**config.mk**
```make
export PLATFORM = sky130hd
export DESIGN_NAME = apb_master_flat
export DESIGN_NICKNAME = d
export VERILOG_FILES = /design/src/rtl/apb_master_if.sv /design/src/rtl/apb_master.sv /design/src/flat_wrapper.sv
export SDC_FILE = /design/constraint.sdc
export NUM_CORES = 1
export LEC_CHECK = 0
export CORE_ASPECT_RATIO = 0.7
export CORE_MARGIN = 2
export CORE_UTILIZATION = 38
export DETAILED_ROUTE_END_ITERATION = 12
export PLACE_DENSITY = 0.89
export SLEW_MARGIN = 10
export SYNTH_ARGS = -nofsm -noshare
export SYNTH_HDL_FRONTEND = slang
export SYNTH_SLANG_ARGS = --single-unit
export TNS_END_PERCENT = 20
```
**constraint.sdc**
```tcl
create_clock -name PCLK -period 2.4 [get_ports PCLK]
set_input_delay 0.24 -clock PCLK [delete_from_list [all_inputs] [get_ports PCLK]]
set_output_delay 0.24 -clock PCLK [all_outputs]
set_load 0.05 [all_outputs]
```
**src/rtl/apb_master_if.sv**
```systemverilog
// Signal bundle between the CPU-side request port, the APB master and the APB slave decode.
// The master modport is the requester's view; the slave modport is the mirror for the far side.
interface apb_master_if;
  logic        req_valid;
  logic        req_ready;
  logic [31:0] req_addr;
  logic        req_write;
  logic [31:0] req_wdata;
  logic        resp_valid;
  logic [31:0] resp_rdata;
  logic        resp_err;
  logic        resp_timeout;
  logic [31:0] PADDR;
  logic        PSEL;
  logic        PENABLE;
  logic        PWRITE;
  logic [31:0] PWDATA;
  logic [31:0] PRDATA;
  logic        PREADY;
  logic        PSLVERR;

  modport master (
    input  req_valid, req_addr, req_write, req_wdata, PRDATA, PREADY, PSLVERR,
    output req_ready, resp_valid, resp_rdata, resp_err, resp_timeout,
           PADDR, PSEL, PENABLE, PWRITE, PWDATA
  );

  modport slave (
    output req_valid, req_addr, req_write, req_wdata, PRDATA, PREADY, PSLVERR,
    input  req_ready, resp_valid, resp_rdata, resp_err, resp_timeout,
           PADDR, PSEL, PENABLE, PWRITE, PWDATA
  );
endinterface

```
**src/rtl/apb_master.sv**
```systemverilog
// APB3 requester: one single-beat load/store in flight, SETUP/ACCESS sequencing,
// registered one-cycle response, and a wait-state counter that aborts hung transfers.
module apb_master #(
  parameter int unsigned TIMEOUT = 16,
  parameter int unsigned CNT_W   = 8
) (
  input  logic         PCLK,
  input  logic         PRESET,
  apb_master_if.master bus
);

  typedef enum logic [1:0] {IDLE, SETUP, ACCESS} state_e;

  localparam bit              TO_EN    = (TIMEOUT != 0);
  localparam logic [CNT_W-1:0] CNT_LAST = TO_EN ? CNT_W'(TIMEOUT - 1) : '0;

  state_e             state_q, state_d;
  logic [CNT_W-1:0]   cnt_q, cnt_d;
  logic [31:0]        paddr_q, paddr_d;
  logic               pwrite_q, pwrite_d;
  logic [31:0]        pwdata_q, pwdata_d;
  logic               resp_valid_q, resp_valid_d;
  logic [31:0]        resp_rdata_q, resp_rdata_d;
  logic               resp_err_q, resp_err_d;
  logic               resp_timeout_q, resp_timeout_d;

  always_ff @(posedge PCLK) begin
    if (PRESET) begin
      state_q        <= IDLE;
      cnt_q          <= '0;
      paddr_q        <= '0;
      pwrite_q       <= 1'b0;
      pwdata_q       <= '0;
      resp_valid_q   <= 1'b0;
      resp_rdata_q   <= '0;
      resp_err_q     <= 1'b0;
      resp_timeout_q <= 1'b0;
    end else begin
      state_q        <= state_d;
      cnt_q          <= cnt_d;
      paddr_q        <= paddr_d;
      pwrite_q       <= pwrite_d;
      pwdata_q       <= pwdata_d;
      resp_valid_q   <= resp_valid_d;
      resp_rdata_q   <= resp_rdata_d;
      resp_err_q     <= resp_err_d;
      resp_timeout_q <= resp_timeout_d;
    end
  end

  always_comb begin
    state_d        = state_q;
    cnt_d          = cnt_q;
    paddr_d        = paddr_q;
    pwrite_d       = pwrite_q;
    pwdata_d       = pwdata_q;
    resp_valid_d   = 1'b0;
    resp_rdata_d   = '0;
    resp_err_d     = 1'b0;
    resp_timeout_d = 1'b0;

    case (state_q)
      IDLE: begin
        if (bus.req_valid) begin
          paddr_d  = bus.req_addr;
          pwrite_d = bus.req_write;
          // Reads leave the previous write data on PWDATA.
          if (bus.req_write) pwdata_d = bus.req_wdata;
          state_d  = SETUP;
        end
      end
      SETUP: begin
        cnt_d   = '0;
        state_d = ACCESS;
      end
      ACCESS: begin
        // PREADY is tested first so a same-cycle completion beats the timeout.
        if (bus.PREADY) begin
          resp_valid_d = 1'b1;
          resp_err_d   = bus.PSLVERR;
          if (!pwrite_q && !bus.PSLVERR) resp_rdata_d = bus.PRDATA;
          state_d      = IDLE;
        end else if (TO_EN && (cnt_q == CNT_LAST)) begin
          resp_valid_d   = 1'b1;
          resp_err_d     = 1'b1;
          resp_timeout_d = 1'b1;
          state_d        = IDLE;
        end else begin
          cnt_d = cnt_q + 1'b1;
        end
      end
      default: state_d = IDLE;
    endcase
  end

  assign bus.req_ready    = (state_q == IDLE);
  assign bus.PSEL         = (state_q != IDLE);
  assign bus.PENABLE      = (state_q == ACCESS);
  assign bus.PADDR        = paddr_q;
  assign bus.PWRITE       = pwrite_q;
  assign bus.PWDATA       = pwdata_q;
  assign bus.resp_valid   = resp_valid_q;
  assign bus.resp_rdata   = resp_rdata_q;
  assign bus.resp_err     = resp_err_q;
  assign bus.resp_timeout = resp_timeout_q;

endmodule
```
**src/flat_wrapper.sv**
```systemverilog
// flat-port wrapper written by rule: the top's interface ports become plain ports
module apb_master_flat 
#(
  parameter int unsigned TIMEOUT = 16,
  parameter int unsigned CNT_W   = 8
)
  (PCLK, PRESET, bus_req_valid, bus_req_addr, bus_req_write, bus_req_wdata, bus_PRDATA, bus_PREADY, bus_PSLVERR, bus_req_ready, bus_resp_valid, bus_resp_rdata, bus_resp_err, bus_resp_timeout, bus_PADDR, bus_PSEL, bus_PENABLE, bus_PWRITE, bus_PWDATA);
  apb_master_if bus_i ();
  input  logic PCLK;
  input  logic PRESET;
  input wire logic [$bits(bus_i.req_valid)-1:0] bus_req_valid;
  input wire logic [$bits(bus_i.req_addr)-1:0] bus_req_addr;
  input wire logic [$bits(bus_i.req_write)-1:0] bus_req_write;
  input wire logic [$bits(bus_i.req_wdata)-1:0] bus_req_wdata;
  input wire logic [$bits(bus_i.PRDATA)-1:0] bus_PRDATA;
  input wire logic [$bits(bus_i.PREADY)-1:0] bus_PREADY;
  input wire logic [$bits(bus_i.PSLVERR)-1:0] bus_PSLVERR;
  output wire logic [$bits(bus_i.req_ready)-1:0] bus_req_ready;
  output wire logic [$bits(bus_i.resp_valid)-1:0] bus_resp_valid;
  output wire logic [$bits(bus_i.resp_rdata)-1:0] bus_resp_rdata;
  output wire logic [$bits(bus_i.resp_err)-1:0] bus_resp_err;
  output wire logic [$bits(bus_i.resp_timeout)-1:0] bus_resp_timeout;
  output wire logic [$bits(bus_i.PADDR)-1:0] bus_PADDR;
  output wire logic [$bits(bus_i.PSEL)-1:0] bus_PSEL;
  output wire logic [$bits(bus_i.PENABLE)-1:0] bus_PENABLE;
  output wire logic [$bits(bus_i.PWRITE)-1:0] bus_PWRITE;
  output wire logic [$bits(bus_i.PWDATA)-1:0] bus_PWDATA;
  assign bus_i.req_valid = bus_req_valid;
  assign bus_i.req_addr = bus_req_addr;
  assign bus_i.req_write = bus_req_write;
  assign bus_i.req_wdata = bus_req_wdata;
  assign bus_i.PRDATA = bus_PRDATA;
  assign bus_i.PREADY = bus_PREADY;
  assign bus_i.PSLVERR = bus_PSLVERR;
  assign bus_req_ready = bus_i.req_ready;
  assign bus_resp_valid = bus_i.resp_valid;
  assign bus_resp_rdata = bus_i.resp_rdata;
  assign bus_resp_err = bus_i.resp_err;
  assign bus_resp_timeout = bus_i.resp_timeout;
  assign bus_PADDR = bus_i.PADDR;
  assign bus_PSEL = bus_i.PSEL;
  assign bus_PENABLE = bus_i.PENABLE;
  assign bus_PWRITE = bus_i.PWRITE;
  assign bus_PWDATA = bus_i.PWDATA;
  apb_master #(.TIMEOUT(TIMEOUT), .CNT_W(CNT_W)) u_core (.PCLK(PCLK), .PRESET(PRESET), .bus(bus_i));
endmodule
```
==> flow_summary.yaml <==
run_status:
  status: "finished, final reports clean"
global_route:
  grt_max_degree: 50
  grt_usage_pct: 19.0
  grt_pass1_vias: 3295
  grt_overflow: 0
  antenna_found_initial: 0
  grt_pass1_wl_mm: 15.7
logic_synthesis:
  synth_seq_cells: 110
  synthSimpleGateAreaFrac_pct: 25.4
  synth_nets: 524
  yosys.cell_types.count: 32
  muxShareOfSynthArea_pct: 0
  synth_common_cells: "nand2_1, dfxtp_1, a21oi_1"
  synthCells: 421
  synth_xor_area_share_pct: 0.474
  syn_avg_cell_area_um2: 8.77
  synth_edf_count: 0
  synth_top_area_share_pct: 59.6
  synthArstFlopShare_pct: 0
  yosys.area.top_type: "dfxtp_1"
  synthTopCellsByArea: "dfxtp_1, nand2_1, a21oi_1"
  synth_most_common_cell: "nand2_1"
  ys_warn_count: 0
  synth-main-ff-cell: "dfxtp_1"
  synth_compound_area_share_pct: 11.0
  synth_top_family_by_area: "simple AND/OR/NAND/NOR gates"
  netlist_area_um2: 3690
  synthAdderAreaFrac_pct: 0.339
  ys_seq_area_share_pct: 59.6
critical_path:
  crit_type: "reg2out"
  r2r_start: "u_core.state_q[1]"
  endpoint_kind: "output pin"
  crit_path_start_kind: "flip-flop"
  cp_max_fo: 6
  critPathArrivalTime_ns: 1.88
  setup.worst_path.start: "u_core.state_q[1]"
  required_ns: 2.16
clock_tree:
  hold_buffers: 0
  numCtsBuffers: 9
  htree_levels: 3
  clkLatencyLatePin_ns: 0.34
  cts_resized: 0
  cts_setup_buffers: 0
  clkSlewWorstSetupHoldPaths_ns: 0.08
  cts_tree: "done"
  clk_path_buf_depth: 2
  cts.sink_count: 110
  cts-root-buf: "clkbuf_16"
floorplan:
  dieArea_um2: 10500
  fp-row-count: 30
  die_y_um: 86.5
  start_util_pct: 38.6
  io_pins: 205
  fp.coreArea_um2: 9570
  fp.dieW_um: 122
layout:
  num_antenna_cells: 0
  drive_gt1_share_pct: 4.19
  area_growth_pct: 66.1
  fin_util_pct: 64.1
  final_net_count: 718
  stdcell_count: 748
detailed_routing:
  ant_nets: 0
  drtIter0Drc: 142
  drc: 0
  drtPass1Iterations: 4
  post_drt_wl_per_cell_um: 13.6
  num_vias: 3500
  wirelength_mm: 10.2
  vias_per_cell: 4.68
timing:
  period_minus_slack_ns: 2.12
  fmax_ghz: 0.472
  skew_ns: 0.00752
  period_share_pct: 88.2
  relSlewSlack_pct: 48.6
  slew_violations: 0
  tns_ns: 0
  worst_pin_slew_ns: 0.771
  finalHoldViolCount: 0
  rsz0062_at_grt: "no"
  finalSetupViolations: 0
placement:
  gp_congestion: 0.906
  dp_hpwl_mm: 7.60
  io_buffers: 204
  placed_cells: 732
run:
  drv_cap: 0
hold_path:
  hold_path_startpoint: "PRESET"
  min-delay-path-class: "in2reg"
pwr:
  leakage_nw: 2.27
  power.density_nw_per_um2: 681
  power.total_mw: 4.18
  irDropWorstVdd_mv: 0.410
metrics by stage:
| step | setup slack, ns | hold WS (ns) | cell area, um^2 |
|---|---|---|---|
| global placement | 0.350 | 0.440 | 5820 |
| floorplan | 0.478 | 0.362 | 3690 |
| global route | 0.203 | 0.413 | 6130 |
| finish | 0.283 | 0.400 | 6130 |
| detailed placement | 0.283 | 0.447 | 5820 |
| CTS | 0.261 | 0.392 | 6130 |
path summary, 6_finish.rpt:
check | end | slack [ns] | cells past startpoint
max | bus_PENABLE | 0.28 | 2
min | u_core.bus.PWDATA[31] | 0.40 | 2
max reg2reg | u_core.cnt_q[6] | 0.54 | 4
min reg2reg | u_core.bus.PADDR[21] | 0.45 | 2
worst max-delay path: stages (launching register included):
cell and delay [ns]:
dfxtp_1 0.47, nor2b_2 0.21, clkdlybuf4s50_1 0.85
per-layer routing:
layer / track usage (%) / share of wire [%] / vias to the layer above
li1: - / - / 1752
met1: 21.9 / 41 / 1578
met2: 31.8 / 48 / 148
met3: 7.89 / 8.9 / 22
met4: 6.90 / 2.3 / 0
met5: 0 / 0 / -
power by group:
group	switching, mW	leakage, nW	internal, mW
Combinational	0.412	1.22	0.306
Sequential	0.0374	0.895	1.89
Clock	0.692	0.156	0.837
Total	1.14	2.27	3.03
registers in the layout (all words and copies together) (netlist names):
register and count:
u_core.bus.PADDR 32, u_core.bus.PWDATA 32, u_core.bus.PWRITE 1, u_core.bus.resp_err 1, u_core.bus.resp_rdata 32, u_core.bus.resp_timeout 1, u_core.bus.resp_valid 1, u_core.cnt_q 8
u_core.state_q 2
cells in the final DEF, fill, tap and decap left out, types with 3 or more instances in the layout:
master and instances:
clkdlybuf4s50_1 203, nand2_1 134, dfxtp_1 110, a21oi_1 71
and2_1 34, clkbuf_16 9, nor2_1 6, nand3_1 6
nand2b_1 6, buf_4 5, clkinv_4 3, inv_8 3
cell families after synthesis:
kind of cell    Yosys count
compound gates           78
xor+xnor                  2
flops                   110
fa+ha+maj                 1
buf+inv                  27
simple gates            203
final cells by class:
type,count,area (um^2)
Clock buffer,9,225
Clock inverter,7,90.1
Fill cell,759,3440
Inverter,1,3.75
Multi-Input combinational cell,284,1380
Sequential cell,110,2200
Tap cell,128,160
Timing Repair Buffer,209,2070
Note: power is estimated with default switching activity, not from simulation.
